**src/rtl/rr_mux_channel.sv**
```systemverilog
// Arbitrated N:1 stream mux with a single registered output stage.
// Round-robin or fixed-priority grant, selectable per cycle via rr_mode.
module rr_mux_channel #(
   parameter int CHANNELS = 4,
   parameter int WIDTH    = 8,
   localparam int SEL_W   = $clog2(CHANNELS)
) (
   input  logic                      clk,
   input  logic                      reset_n,
   input  logic                      rr_mode,
   input  logic [CHANNELS*WIDTH-1:0] in_data,
   input  logic [CHANNELS-1:0]       in_valid,
   output logic [CHANNELS-1:0]       in_ready,
   output logic [WIDTH-1:0]          out_data,
   output logic                      out_valid,
   output logic [SEL_W-1:0]          out_sel,
   input  logic                      out_ready
);

   logic [WIDTH-1:0] chan_data [CHANNELS];
   logic [SEL_W-1:0] ptr;
   logic [SEL_W-1:0] grant;
   logic             grant_found;
   logic             load_en;
   int               scan_start;
   int               scan_idx;

   for (genvar i = 0; i < CHANNELS; i++) begin : g_unpack
      assign chan_data[i] = in_data[i*WIDTH +: WIDTH];
   end

   assign load_en = !out_valid || out_ready;

   // Scan starts at ptr in round-robin mode, at channel 0 in fixed-priority mode.
   // NOTE: every always_comb output gets a default before any conditional
   // assignment, otherwise an unassigned path infers a latch.
   always_comb begin
      grant       = '0;
      grant_found = 1'b0;
      scan_start  = rr_mode ? int'(ptr) : 0;
      scan_idx    = 0;
      for (int k = 0; k < CHANNELS; k++) begin
         scan_idx = scan_start + k;
         if (scan_idx >= CHANNELS) scan_idx = scan_idx - CHANNELS;
         if (!grant_found && in_valid[scan_idx]) begin
            grant_found = 1'b1;
            grant       = SEL_W'(scan_idx);
         end
      end
   end

   always_comb begin
      in_ready = '0;
      if (reset_n && load_en && grant_found) in_ready[grant] = 1'b1;
   end

   // NOTE: state registers use non-blocking assignments so every flop samples
   // pre-edge values regardless of statement order.
   always_ff @(posedge clk or negedge reset_n) begin
      if (!reset_n) begin
         out_data  <= '0;
         out_sel   <= '0;
         out_valid <= 1'b0;
         ptr       <= '0;
      end else if (load_en) begin
         if (grant_found) begin
            out_data  <= chan_data[grant];
            out_sel   <= grant;
            out_valid <= 1'b1;
            if (rr_mode) ptr <= (grant == SEL_W'(CHANNELS - 1)) ? '0 : grant + 1'b1;
         end else begin
            out_valid <= 1'b0;
         end
      end
   end

endmodule
```
**config.mk**
```make
export PLATFORM = sky130hd
export DESIGN_NAME = rr_mux_channel
export DESIGN_NICKNAME = d
export VERILOG_FILES = /design/src/rtl/rr_mux_channel.sv
export SDC_FILE = /design/constraint.sdc
export NUM_CORES = 1
export LEC_CHECK = 0
export BUFFER_PORTS_ARGS = -buffer_cell sky130_fd_sc_hd__buf_2
export CORE_MARGIN = 5
export CORE_UTILIZATION = 41
export CTS_CLUSTER_DIAMETER = 40
export DETAILED_ROUTE_END_ITERATION = 8
export GPL_TIMING_DRIVEN = 1
export PLACE_DENSITY = 0.76
export SYNTH_ARGS = -nofsm -noshare
export SYNTH_HDL_FRONTEND = slang
export SYNTH_SLANG_ARGS = --single-unit
```
**constraint.sdc**
```tcl
create_clock -name clk -period 2.41 [get_ports clk]
set_clock_uncertainty 0.05 [all_clocks]
set_input_delay 0 -clock clk [delete_from_list [all_inputs] [get_ports clk]]
set_output_delay 0 -clock clk [all_outputs]
set_load 0.02 [all_outputs]
```
Word-level counts from Yosys, hierarchy flattened
Index checks and enable logic that the tools add are counted.

Bits of input ports: 40. Word-level logic and storage cells: 71. Register bits after elaboration: 13.

$lt $le $gt $ge: 11. Equal/unequal tests: 1. Reductions and logical operators: 13. Add/sub/neg operators: 8. Bitwise operators: 1. Mux-type cells: 33.

Operators with widths (number): $lt A32 B4 Y1 const B (4); $mux W32 (4); $bmux W8 S2 (1); $mux W8 (2); $mux W1 (14); $ge A3 B3 Y1 const B (4); $mux W2 (6); $sub A3 B3 Y4 const B (3); $bmux W1 S2 (4); $add A2 B2 Y3 const B (2); $logic_and A1 B1 Y1 (6); $logic_not A1 Y1 (4); $mux W4 (1); $sub A2 B3 Y4 const B (1); $add A2 B1 Y3 const B (1); $ge A2 B3 Y1 const B (1); $lt A2 B3 Y1 const B (1); $not A2 Y3 (1); $reduce_and A3 Y1 (1); $add A2 B1 Y2 const B (1); $demux W1 S2 (1); $eq A2 B2 Y1 const B (1); $ge A2 B1 Y1 const B (1); $reduce_and A2 Y1 (1); $logic_or A1 B1 Y1 (1).

Depth between registers and ports, before layout
Depth after elaboration: 21. Depth in mapped cells: 9.

Least setup slack after synthesis
Ideal clock, no wire load.

Kind: reg2reg. From: register ptr[0]. To: register ptr[1]. Library setup time: 0.125 ns. Clock period less this slack: 2.243 ns. Required time: 2.235 ns. Buffers on the path: 1. Arrival time: 2.069 ns. Cell stages (with the launch flop): 9. Path slack: 0.167 ns. Path through: dfrtp_1 -> buf_6 -> or3b_4 -> a2111oi_4 -> or2_4 -> o21ai_4 -> inv_2 -> ha_1 -> mux2_2.

Word-level cells in the longest chain between the ends: 18.

Ends and longest elaborated chain: start: declaration (line 21) `logic [SEL_W-1:0] ptr;`; start signal: assignment (line 70) `if (rr_mode) ptr <= (grant == SEL_W'(CHANNELS - 1)) ? '0 : grant + 1'b1;`; $mux W2 * (line 40) `scan_start = rr_mode ? int'(ptr) : 0;`; parallel branches: the longest is 17 deep, another holds $sub A3 B3 Y4.

Mark *: on every way between the ends. The select of a mux whose other input is x is not followed. A chain may end at the register's enable or synchronous reset.

Worst setup path after layout
From: register ptr[0]. To: register out_data[3].

Word-level cells in the longest chain between the ends: 20.

Ends and longest elaborated chain: $mux W2 * (line 40); parallel branches: the longest is 19 deep, another holds $sub A3 B3 Y4; end signal: assignment (line 67) `out_data <= chan_data[grant];`; end: declaration (line 14) `output logic [WIDTH-1:0] out_data,`.

Marks and branches as above.

==> results.py <==
metrics = {
    "placement": {
        "gp_congestion": 0.827,
        "post-place-ws_ns": 0.0738,
        "io_buffers": 54,
        "hpwlAfterDp_mm": 2.60,
        "post_place_instance_area_sq_um": 1350,
    },
    "die": {
        "die_area_sq_um": 3760,
        "floorplan.initialDensity_pct": 43.2,
        "die_height_microns": 61.3,
        "die_w_microns": 61.3,
        "placement_rows": 18,
        "placeableCoreArea_sq_um": 2500,
        "pin_count": 55,
    },
    "yosys": {
        "syn_avg_cell_area_sq_um": 8.85,
        "synthTopCellsByArea": "sky130_fd_sc_hd__dfrtp_1, sky130_fd_sc_hd__o221a_1, sky130_fd_sc_hd__a31oi_1, sky130_fd_sc_hd__o21ai_0, sky130_fd_sc_hd__nand3_1",
        "synth.yosys.seq_area_share_pct": 30.1,
        "synth_top_area_share_pct": 30.1,
        "netlist.top_cell.by_area": "sky130_fd_sc_hd__dfrtp_1",
        "synth_cell_type_count": 45,
        "syn-num-nets": 163,
        "synth_ff_type": "sky130_fd_sc_hd__dfrtp_1",
        "postSynth.asyncResetShare_pct": 100,
        "synth.cell_area_sq_um": 1080,
        "synth_top_cells_by_count": "sky130_fd_sc_hd__dfrtp_1, sky130_fd_sc_hd__nor2_1, sky130_fd_sc_hd__o21ai_0, sky130_fd_sc_hd__nand3_1, sky130_fd_sc_hd__a31oi_1",
        "netlist_instances": 122,
        "synth-edff-count": 0,
        "postSynthRegisterBits": 13,
        "synthesis.yosys.warnings": 0,
    },
    "power": {
        "totalPowerFinal_mw": 1.18,
        "switching_share_pct": 43.9,
        "vdd.ir_drop.worst_mv": 0.464,
        "p_sw_uw": 518,
        "sequentialPowerShare_pct": 30.6,
        "clockPowerShare_pct": 12.3,
        "power_per_cell_area_nw_per_um2": 725,
        "power.leakage_nw": 0.750,
        "internal_power_uw": 661,
        "comb_power_share_pct": 57.1,
    },
    "global_routing": {
        "grt_overflow": 0,
        "first_global_vias": 1332,
        "grt_start_max_net_pins": 17,
        "track_usage_pct": 20.6,
        "grt_first_pass_wirelength_mm": 5.79,
        "antenna_found_initial": 0,
    },
    "min_path": {
        "min-delay-path-class": "in2reg",
        "min_from": "in_valid[1]",
    },
    "cells_and_area": {
        "finish.instance_area_sq_um": 1630,
        "drive_above_1_share_pct": 41.7,
        "filler_cell_count": 224,
        "area.growth.synth_to_final_pct": 50.6,
        "finish.utilization_pct": 65.1,
        "final_nets": 241,
    },
    "setup_path": {
        "setup.worst_path.start_class": "flop",
        "startpoint": "ptr[0]$_DFFE_PN0P_",
        "crit_path_max_incr_delay_ns": 0.42,
        "crit-reg2reg-launch": "ptr[0]$_DFFE_PN0P_",
        "critical_path_buf_inv_count": 2,
        "critPathArrivalTime_ns": 2.49,
        "cpLargestDelayFamily": "simple AND/OR/NAND/NOR gates",
        "setup.worst_path.end_class": "flop",
        "crit_path_top_delay_cell": "sky130_fd_sc_hd__dfrtp_2",
        "crit_chain": "buf_4 > nor4bb_1 > a32o_2 > or2_4 > o21ai_4 > inv_2 > or3_4 > o221a_1",
        "critPathKind": "reg2reg",
        "data_required_critical_path_ns": 2.54,
        "worst-path-max-fanout": 8,
    },
    "clock_network": {
        "clk_pin_slew_ns": 0.10,
        "clock-sinks": 13,
        "cts_buffers": 3,
        "clock_path_buffers": 2,
        "clk-insertion-delay-late_ns": 0.27,
        "tritoncts_clock_tree": "yes",
        "cts-root-buf": "sky130_fd_sc_hd__clkbuf_4",
        "htree_num_levels": 1,
    },
    "drt": {
        "drt.antenna.violating_nets": 0,
        "detailroute.via_count": 1323,
        "totalWireLength_mm": 3.81,
        "first_pass_iters": 4,
        "drt_drc_violations_left": 0,
        "viasPerCell": 5.75,
        "first_iter_violations": 43,
        "wire_per_inst_microns": 16.6,
    },
    "sta": {
        "unrepaired_setup_endpoints_after_global_routing": "true",
        "tightestPinTransition_ns": 0.363,
        "timing.slew.headroom_pct": 75.5,
        "final_period_minus_worst_setup_slack_ns": 2.36,
        "timing_max_transition_violations_final": 0,
        "setup-violations-final": 0,
        "period_share_pct": 98.1,
        "worst_slack_ns": 0.0456,
        "maxClockFrequency_ghz": 0.423,
        "hold_violations": 0,
    },
    "outcome": {
        "status": "finished, final reports clean",
    },
    "flow_run": {
        "number_of_maximum_capacitance_violations": 0,
    },
}
-- cell type report --
cell class	instances	area [sq um]	area share [%]
Multi-Input combinational cell	96	691	42.5
Timing Repair Buffer	81	524	32.2
Sequential cell	13	327	20.1
Tap cell	30	37.5	2.31
Clock buffer	4	26.3	1.62
Inverter	5	18.8	1.15
Antenna cell	1	2.50	0.154
-- stage by stage --
stage / setup TNS, ns / std cells / hold WS [ns]
floorplan: 0 / 122 / -0.346
global placement: 0 / 202 / -0.139
detailed placement: 0 / 202 / -0.127
CTS: 0 / 224 / 0.0233
global route: -0.0254 / 229 / 0.0464
finish: 0 / 230 / 0.0180
-- repair_timing --
item | CTS | global route
hold buffers | 18 | 0
resized for setup | 1 | 6
setup buffers | 0 | 5
pin swaps | 1 | 7
hold endpoints to repair | 22 | 0
setup endpoints to repair | 1 | 7
-- logic make-up after synthesis --
| logic type | share of synthesized area (%) |
|---|---|
| AND/OR/NAND/NOR | 25.4 |
| flip-flops | 30.1 |
| multiplexers | 1.97 |
| adder cells (fa/ha/maj) | 1.16 |
| AO/OA/AOI/OAI | 33.7 |
| buffers and inverters | 7.65 |
-- worst reg2reg max path, stage by stage, from the launching register on --
cell and delay [ns]:
sky130_fd_sc_hd__dfrtp_2 0.42, sky130_fd_sc_hd__buf_4 0.16, sky130_fd_sc_hd__nor4bb_1 0.15, sky130_fd_sc_hd__a32o_2 0.26
sky130_fd_sc_hd__or2_4 0.27, sky130_fd_sc_hd__o21ai_4 0.20, sky130_fd_sc_hd__inv_2 0.08, sky130_fd_sc_hd__or3_4 0.39
sky130_fd_sc_hd__o221a_1 0.28
-- metal layers --
metal | vias up | track usage (%) | wire length, microns
li1 | 623 | - | -
met1 | 610 | 25.4 | 1480
met2 | 79 | 34.1 | 1910
met3 | 11 | 2.10 | 304
met4 | 0 | 13.0 | 114
met5 | - | 0 | 0
-- worst paths after layout --
check | end | slack, ns | depth (start not counted)
worst max register to register | out_data[3]$_DFFE_PN0P_ | 0.05 | 8
max in group asynchronous | ptr[0]$_DFFE_PN0P_ | 1.93 | 2
worst max-delay path | out_data[3]$_DFFE_PN0P_ | 0.05 | 8
min in group asynchronous | out_data[2]$_DFFE_PN0P_ | 0.08 | 2
worst min register to register | out_sel[0]$_DFFE_PN0P_ | 0.45 | 1
worst min-delay path | out_valid$_DFFE_PN0N_ | 0.02 | 3
-- power by group through the flow --
stage | Clock [mW] | Combinational [mW] | Sequential (mW)
after global placement | 0 | 0.575 | 0.364
after floorplan | 0 | 0.376 | 0.419
after CTS | 0.142 | 0.619 | 0.364
final | 0.145 | 0.673 | 0.360
after detailed placement | 0 | 0.595 | 0.368
after global routing | 0.158 | 0.732 | 0.372
-- cells in the final DEF (no fill, tap or decap), types with 2 or more instances in the layout --
cell / n
sky130_fd_sc_hd__a21oi_1: 3
sky130_fd_sc_hd__a31oi_1: 9
sky130_fd_sc_hd__buf_2: 53
sky130_fd_sc_hd__buf_4: 9
sky130_fd_sc_hd__clkbuf_4: 3
sky130_fd_sc_hd__dfrtp_1: 12
sky130_fd_sc_hd__dlygate4sd3_1: 18
sky130_fd_sc_hd__inv_1: 4
sky130_fd_sc_hd__nand2_1: 5
sky130_fd_sc_hd__nand3_1: 10
sky130_fd_sc_hd__nor2_1: 13
sky130_fd_sc_hd__nor2b_1: 4
sky130_fd_sc_hd__nor3_1: 2
sky130_fd_sc_hd__o21ai_0: 11
sky130_fd_sc_hd__o21ai_2: 2
sky130_fd_sc_hd__o221a_1: 8
-- flip-flops by register name, indices dropped and copies added, names as in the netlist --
| name | flops |
|---|---|
| ptr | 2 |
| out_data | 8 |
| out_valid | 1 |
| out_sel | 2 |
Note: power is estimated with default switching activity, not from simulation.
